[src/rtl/suma_if.sv]
// suma_if: operand/result bundle between the wide-adder controller and its user
// master drives start/A/B and observes R/cout/busy/done; slave is the adder side
interface suma_if #(
  parameter int M = 4,
  parameter int N = 4
);
  logic start;
  logic [N*M-1:0] A;
  logic [N*M-1:0] B;
  logic [N*M-1:0] R;
  logic cout;
  logic busy;
  logic done;
  modport master(output start, A, B, input R, cout, busy, done);
  modport slave(input start, A, B, output R, cout, busy, done);
endinterface

[src/rtl/suma_secuencial.sv]
// suma_secuencial: word-serial N*M-bit adder reusing one M-bit ripple-carry adder over N cycles
// ports: clk, rst (async active-high); bus.start/A/B in; bus.R/cout registered sum and carry,
// bus.busy high in RUN/DONE, bus.done one-cycle result-valid pulse
module suma_secuencial #(
  parameter int M = 4,
  parameter int N = 4
) (
  input logic clk,
  input logic rst,
  suma_if.slave bus
);
  localparam int IW = $clog2(N);
  localparam logic [IW-1:0] LAST = IW'(N - 1);
  typedef enum logic [1:0] {IDLE, RUN, DONE} state_t;
  state_t r_state, w_next;
  logic [N*M-1:0] r_a, r_b, r_r;
  logic [IW-1:0] r_idx;
  logic r_c, r_cout;
  logic [M-1:0] w_ai, w_bi, w_sum;
  logic [M:0] w_ch;
  logic w_co;
  // shared M-bit ripple-carry adder fed by the current word and the carry register
  always_comb begin
    w_ai = r_a[r_idx*M +: M];
    w_bi = r_b[r_idx*M +: M];
    w_ch = '0;
    w_sum = '0;
    w_ch[0] = r_c;
    for (int k = 0; k < M; k++) begin
      w_sum[k] = w_ai[k] ^ w_bi[k] ^ w_ch[k];
      w_ch[k+1] = (w_ai[k] & w_bi[k]) | (w_ch[k] & (w_ai[k] ^ w_bi[k]));
    end
    w_co = w_ch[M];
  end
  always_comb begin
    w_next = r_state == IDLE ? (bus.start ? RUN : IDLE) :
             r_state == RUN  ? (r_idx == LAST ? DONE : RUN) : IDLE;
  end
  always_ff @(posedge clk or posedge rst) begin
    if (rst) begin
      r_state <= IDLE;
      r_a <= '0;
      r_b <= '0;
      r_r <= '0;
      r_idx <= '0;
      r_c <= 1'b0;
      r_cout <= 1'b0;
    end else begin
      r_state <= w_next;
      if (r_state == IDLE && bus.start) begin
        r_a <= bus.A;
        r_b <= bus.B;
        r_r <= '0;
        r_idx <= '0;
        r_c <= 1'b0;
        r_cout <= 1'b0;
      end else if (r_state == RUN) begin
        r_r[r_idx*M +: M] <= w_sum;
        r_c <= w_co;
        r_idx <= r_idx + 1'b1;
        if (r_idx == LAST) r_cout <= w_co;
      end
    end
  end
  assign bus.R = r_r;
  assign bus.cout = r_cout;
  assign bus.busy = r_state != IDLE;
  assign bus.done = r_state == DONE;
endmodule

[src/flat_wrapper.sv]
// flat-port wrapper written by rule: the top's interface ports become plain ports
module suma_secuencial_flat 
#(
  parameter int M = 4,
  parameter int N = 4
)
  (clk, rst, bus_start, bus_A, bus_B, bus_R, bus_cout, bus_busy, bus_done);
  suma_if #(.M(M), .N(N)) bus_i ();
  input logic clk;
  input logic rst;
  input wire logic [$bits(bus_i.start)-1:0] bus_start;
  input wire logic [$bits(bus_i.A)-1:0] bus_A;
  input wire logic [$bits(bus_i.B)-1:0] bus_B;
  output wire logic [$bits(bus_i.R)-1:0] bus_R;
  output wire logic [$bits(bus_i.cout)-1:0] bus_cout;
  output wire logic [$bits(bus_i.busy)-1:0] bus_busy;
  output wire logic [$bits(bus_i.done)-1:0] bus_done;
  assign bus_i.start = bus_start;
  assign bus_i.A = bus_A;
  assign bus_i.B = bus_B;
  assign bus_R = bus_i.R;
  assign bus_cout = bus_i.cout;
  assign bus_busy = bus_i.busy;
  assign bus_done = bus_i.done;
  suma_secuencial #(.M(M), .N(N)) u_core (.clk(clk), .rst(rst), .bus(bus_i));
endmodule
[config.mk]
export PLATFORM = sky130hd
export DESIGN_NAME = suma_secuencial_flat
export DESIGN_NICKNAME = d
export VERILOG_FILES = /design/src/rtl/suma_if.sv /design/src/rtl/suma_secuencial.sv /design/src/flat_wrapper.sv
export SDC_FILE = /design/constraint.sdc
export NUM_CORES = 1
export LEC_CHECK = 0
export CORE_MARGIN = 2
export CORE_UTILIZATION = 55
export DETAILED_ROUTE_END_ITERATION = 8
export PLACE_DENSITY = 0.95
export SETUP_SLACK_MARGIN = 0.15
export SLEW_MARGIN = 20
export SYNTH_ARGS = -nofsm -noshare
export SYNTH_HDL_FRONTEND = slang
export SYNTH_SLANG_ARGS = --single-unit
[constraint.sdc]
create_clock -name clk -period 7.2 [get_ports clk]
set_input_delay 1.44 -clock clk [delete_from_list [all_inputs] [get_ports clk]]
set_output_delay 1.44 -clock clk [all_outputs]
set_load 0.01 [all_outputs]
==> reports/qor.csv <==
stage,metric,value,unit
status,outcome,completed,
cts,htree depth,2,
drt,routed wire length,5120,um
timing,Final period util,0.482,
drt,DRT antenna net count,0,
worst_setup_path,Crit Path Class,register to register,
timing,final setup TNS,0,ns
cts,post-cts sizing count,0,
timing,clk_skew,0.00960,ns
cts,Max clock buf depth,2,
timing,Final setup viols,0,
drt,WL/cell,17.2,um
yosys,Yosys cell types,24,
run,max cap viols,0,
global_routing,vias in the first global route,1801,
floorplan,Initial Util,0.568,
worst_setup_path,CP peak stage delay,0.82,ns
cts,post-CTS setup buffer count,0,
yosys,cell area after synthesis,0.00266,mm2
yosys,Mapped Nets,235,
floorplan,Site Rows,25,
placement,DP Cell Count,290,
finish,sequential cell area,0.00135,mm2
timing,hold_ws,0.513,ns
worst_setup_path,Crit path top cell by count,fa_1,
yosys,part of the Yosys area used for sequential elements,0.507,
yosys,Synth Warn #,0,
global_routing,gr usage total,0.216,
cts,clk_lat worst skew,0.31,ns
drt,DRT iter0 DRCs,119,
drt,DR vias/cell,5.69,
timing,fmax,288,MHz
finish,fin area,0.00325,mm2
timing,RSZ-0062 raised after global routing,no,
min_path,hold_sp,u_core.r_a[11]$_DFFE_PP0P_,
worst_setup_path,CP cell instances,"mux4_2, inv_1, fa_1, inv_1, fa_1, inv_1, fa_1, fa_1, or3_1, a21oi_1",
finish,Syn-to-layout area delta,22.0,%
placement,final HPWL from detailed placement,3760,um
floorplan,Die W,73.6,um
power,Worst VDD drop,0.235,mV
worst_setup_path,critical path arrival,3.71,ns
worst_setup_path,Reg2Reg Setup Slack,3.73,ns
global_routing,initial antenna violation count,0,
finish,Fillers,341,
drt,DRC,0,
cts,CTS tree,yes,
worst_setup_path,critical-path maximum fanout,15,
cts,Clock Tree Root,clkbuf_8,
worst_setup_path,CP Capture Type,register,
yosys,"FF+latch count, synth",54,
global_routing,global route total overflow,0,
finish,ant diodes,0,
cts,hold buffer count at CTS,0,
cts,clock buffer count from CTS,5,
timing,crit path time final,3.47,ns
worst_setup_path,worst setup path start,u_core.r_idx[0]$_DFFE_PP0P_,
finish,layout cells sized above 1,0.209,
finish,Util after Layout,0.693,
worst_setup_path,"Largest delay share family, worst path",adder cells,
timing,final hold viol count,0,
power,Power Density,477,mW/mm2
placement,gpl congestion,0.756,
drt,drt first pass iters,4,
cts,clock sink count,54,
finish,final net count,286,
floorplan,die height,73.6,um
worst_setup_path,CP Launch Type,register,
yosys,syn avg cell area,13.9,um2
worst_setup_path,Crit Reg-Reg Startpoint,u_core.r_idx[0]$_DFFE_PP0P_,
drt,vias,1697,
floorplan,total die area,0.00542,mm2
global_routing,largest net degree at the start of global routing,55,
worst_setup_path,CP Data Required Time,7.44,ns
timing,Max Transition Viols Final,0,
placement,Placed Area,0.00316,mm2
worst_setup_path,critical path's slowest cell,dfrtp_1,
worst_setup_path,worst path bufs/invs,3,
finish,multi-input logic area,0.00111,mm2
floorplan,core area,0.00469,mm2
min_path,Hold Path Class,register to register,
power,Static Leakage,1.48,nW
timing,Slew HR,0.398,
yosys,Mapped Cells,192,
placement,input/output buffers,53,
timing,worst slew pin tran,0.902,ns
floorplan,Top-Level Pins,54,
global_routing,global-route wire length before repair,8530,um
finish,final cell count without fillers,298,
cts,clock transition at the registers of the reported paths,0.09,ns
[flip-flops by register name (all words and copies together) (netlist names)]
| signal | flops |
|---|---|
| u_core.r_idx | 2 |
| u_core.r_state | 2 |
| u_core.bus.cout | 1 |
| u_core.r_a | 16 |
| u_core.r_b | 16 |
| u_core.bus.R | 16 |
| u_core.r_c | 1 |
[logic make-up (layout without fill, tap and decap cells)]
family                     Yosys count  in the layout  synth area share
buffers and inverters               33             85            0.0742
muxes                               40             40             0.248
and+or+nand+nor                     33             33            0.0690
DFF                                 54             54             0.507
adders and majority gates            8              8            0.0489
AOI/OAI and AO/OA                   24             24            0.0526
[cells in the final DEF, fill, tap and decap left out]
cell type,count
buf_4,1
fa_1,4
dfrtp_1,54
o21ai_0,5
ha_1,4
or2_2,1
nand3b_1,2
nor2b_1,3
o22ai_1,8
mux4_2,8
nand2_1,6
or3b_1,1
nand3_1,8
nand2b_1,2
mux2_4,32
nor2_1,2
or3_1,5
clkinv_2,2
a21oi_1,7
clkbuf_8,6
inv_1,22
o31ai_1,4
or3b_2,1
nand4_1,2
clkdlybuf4s50_1,53
clkbuf_1,1
[worst paths after layout]
| kind | end | cells after the start |
|---|---|---|
| min reg2reg | u_core.r_a[11]$_DFFE_PP0P_ | 1 |
| min | u_core.r_a[11]$_DFFE_PP0P_ | 1 |
| min in group asynchronous | u_core.bus.R[12]$_DFFE_PP0P_ | 2 |
| max | u_core.bus.R[11]$_DFFE_PP0P_ | 10 |
| max reg2reg | u_core.bus.R[11]$_DFFE_PP0P_ | 10 |
| max in group asynchronous | u_core.r_b[3]$_DFFE_PP0P_ | 2 |
[through the flow]
step / setup slack, ns / power (mW)
detailed placement: 3.78 / 1.39
global route: 3.52 / 1.66
floorplan: 4.15 / 1.13
global placement: 3.95 / 1.32
finish: 3.73 / 1.55
CTS: 3.71 / 1.56
[cell type report]
cell class,count,share of cell area
Clock buffer,7,0.0266
Sequential cell,54,0.416
Multi-Input combinational cell,105,0.343
Clock inverter,1,0.00154
Tap cell,54,0.0208
Timing Repair Buffer,54,0.166
Inverter,23,0.0269
[layer usage]
metal  wire length (um)  up-vias  global-route usage
li1                   -      768                   -
met1               2050      863               0.256
met2               2770       58               0.389
met3                203        8              0.0480
met4                 90        0              0.0707
met5                  0        -                   0
[synth_stat cells]
| cell type | n | share of area |
|---|---|---|
| or3_1 | 5 | 0.012 |
| ha_1 | 4 | 0.019 |
| mux2_4 | 32 | 0.18 |
| or3b_1 | 2 | 0.0066 |
| nand3b_1 | 2 | 0.0056 |
| dfrtp_1 | 54 | 0.51 |
| clkbuf_1 | 2 | 0.0028 |
| nand4_1 | 2 | 0.0047 |
| inv_1 | 23 | 0.032 |
| o21ai_0 | 5 | 0.0094 |
| nand2b_1 | 2 | 0.0047 |
| mux4_2 | 8 | 0.068 |
| fa_1 | 4 | 0.030 |
| o31ai_1 | 4 | 0.011 |
| buf_2 | 2 | 0.0038 |
| nor2b_1 | 3 | 0.0070 |
| nand2_1 | 6 | 0.0085 |
| o22ai_1 | 8 | 0.019 |
| buf_12 | 3 | 0.023 |
| buf_6 | 3 | 0.013 |
| nand3_1 | 8 | 0.015 |
| a21oi_1 | 7 | 0.013 |
| or2_2 | 1 | 0.0024 |
| nor2_1 | 2 | 0.0028 |
[power breakdown]
part / leakage [nW] / switching, mW / internal [mW] / total [mW]
clock: 0.0482 / 0.0947 / 0.0778 / 0.172
sequential: 0.672 / 0.116 / 0.441 / 0.557
combinational: 0.763 / 0.381 / 0.441 / 0.822
total: 1.48 / 0.592 / 0.959 / 1.55
Power figures use the tool's default switching activity.
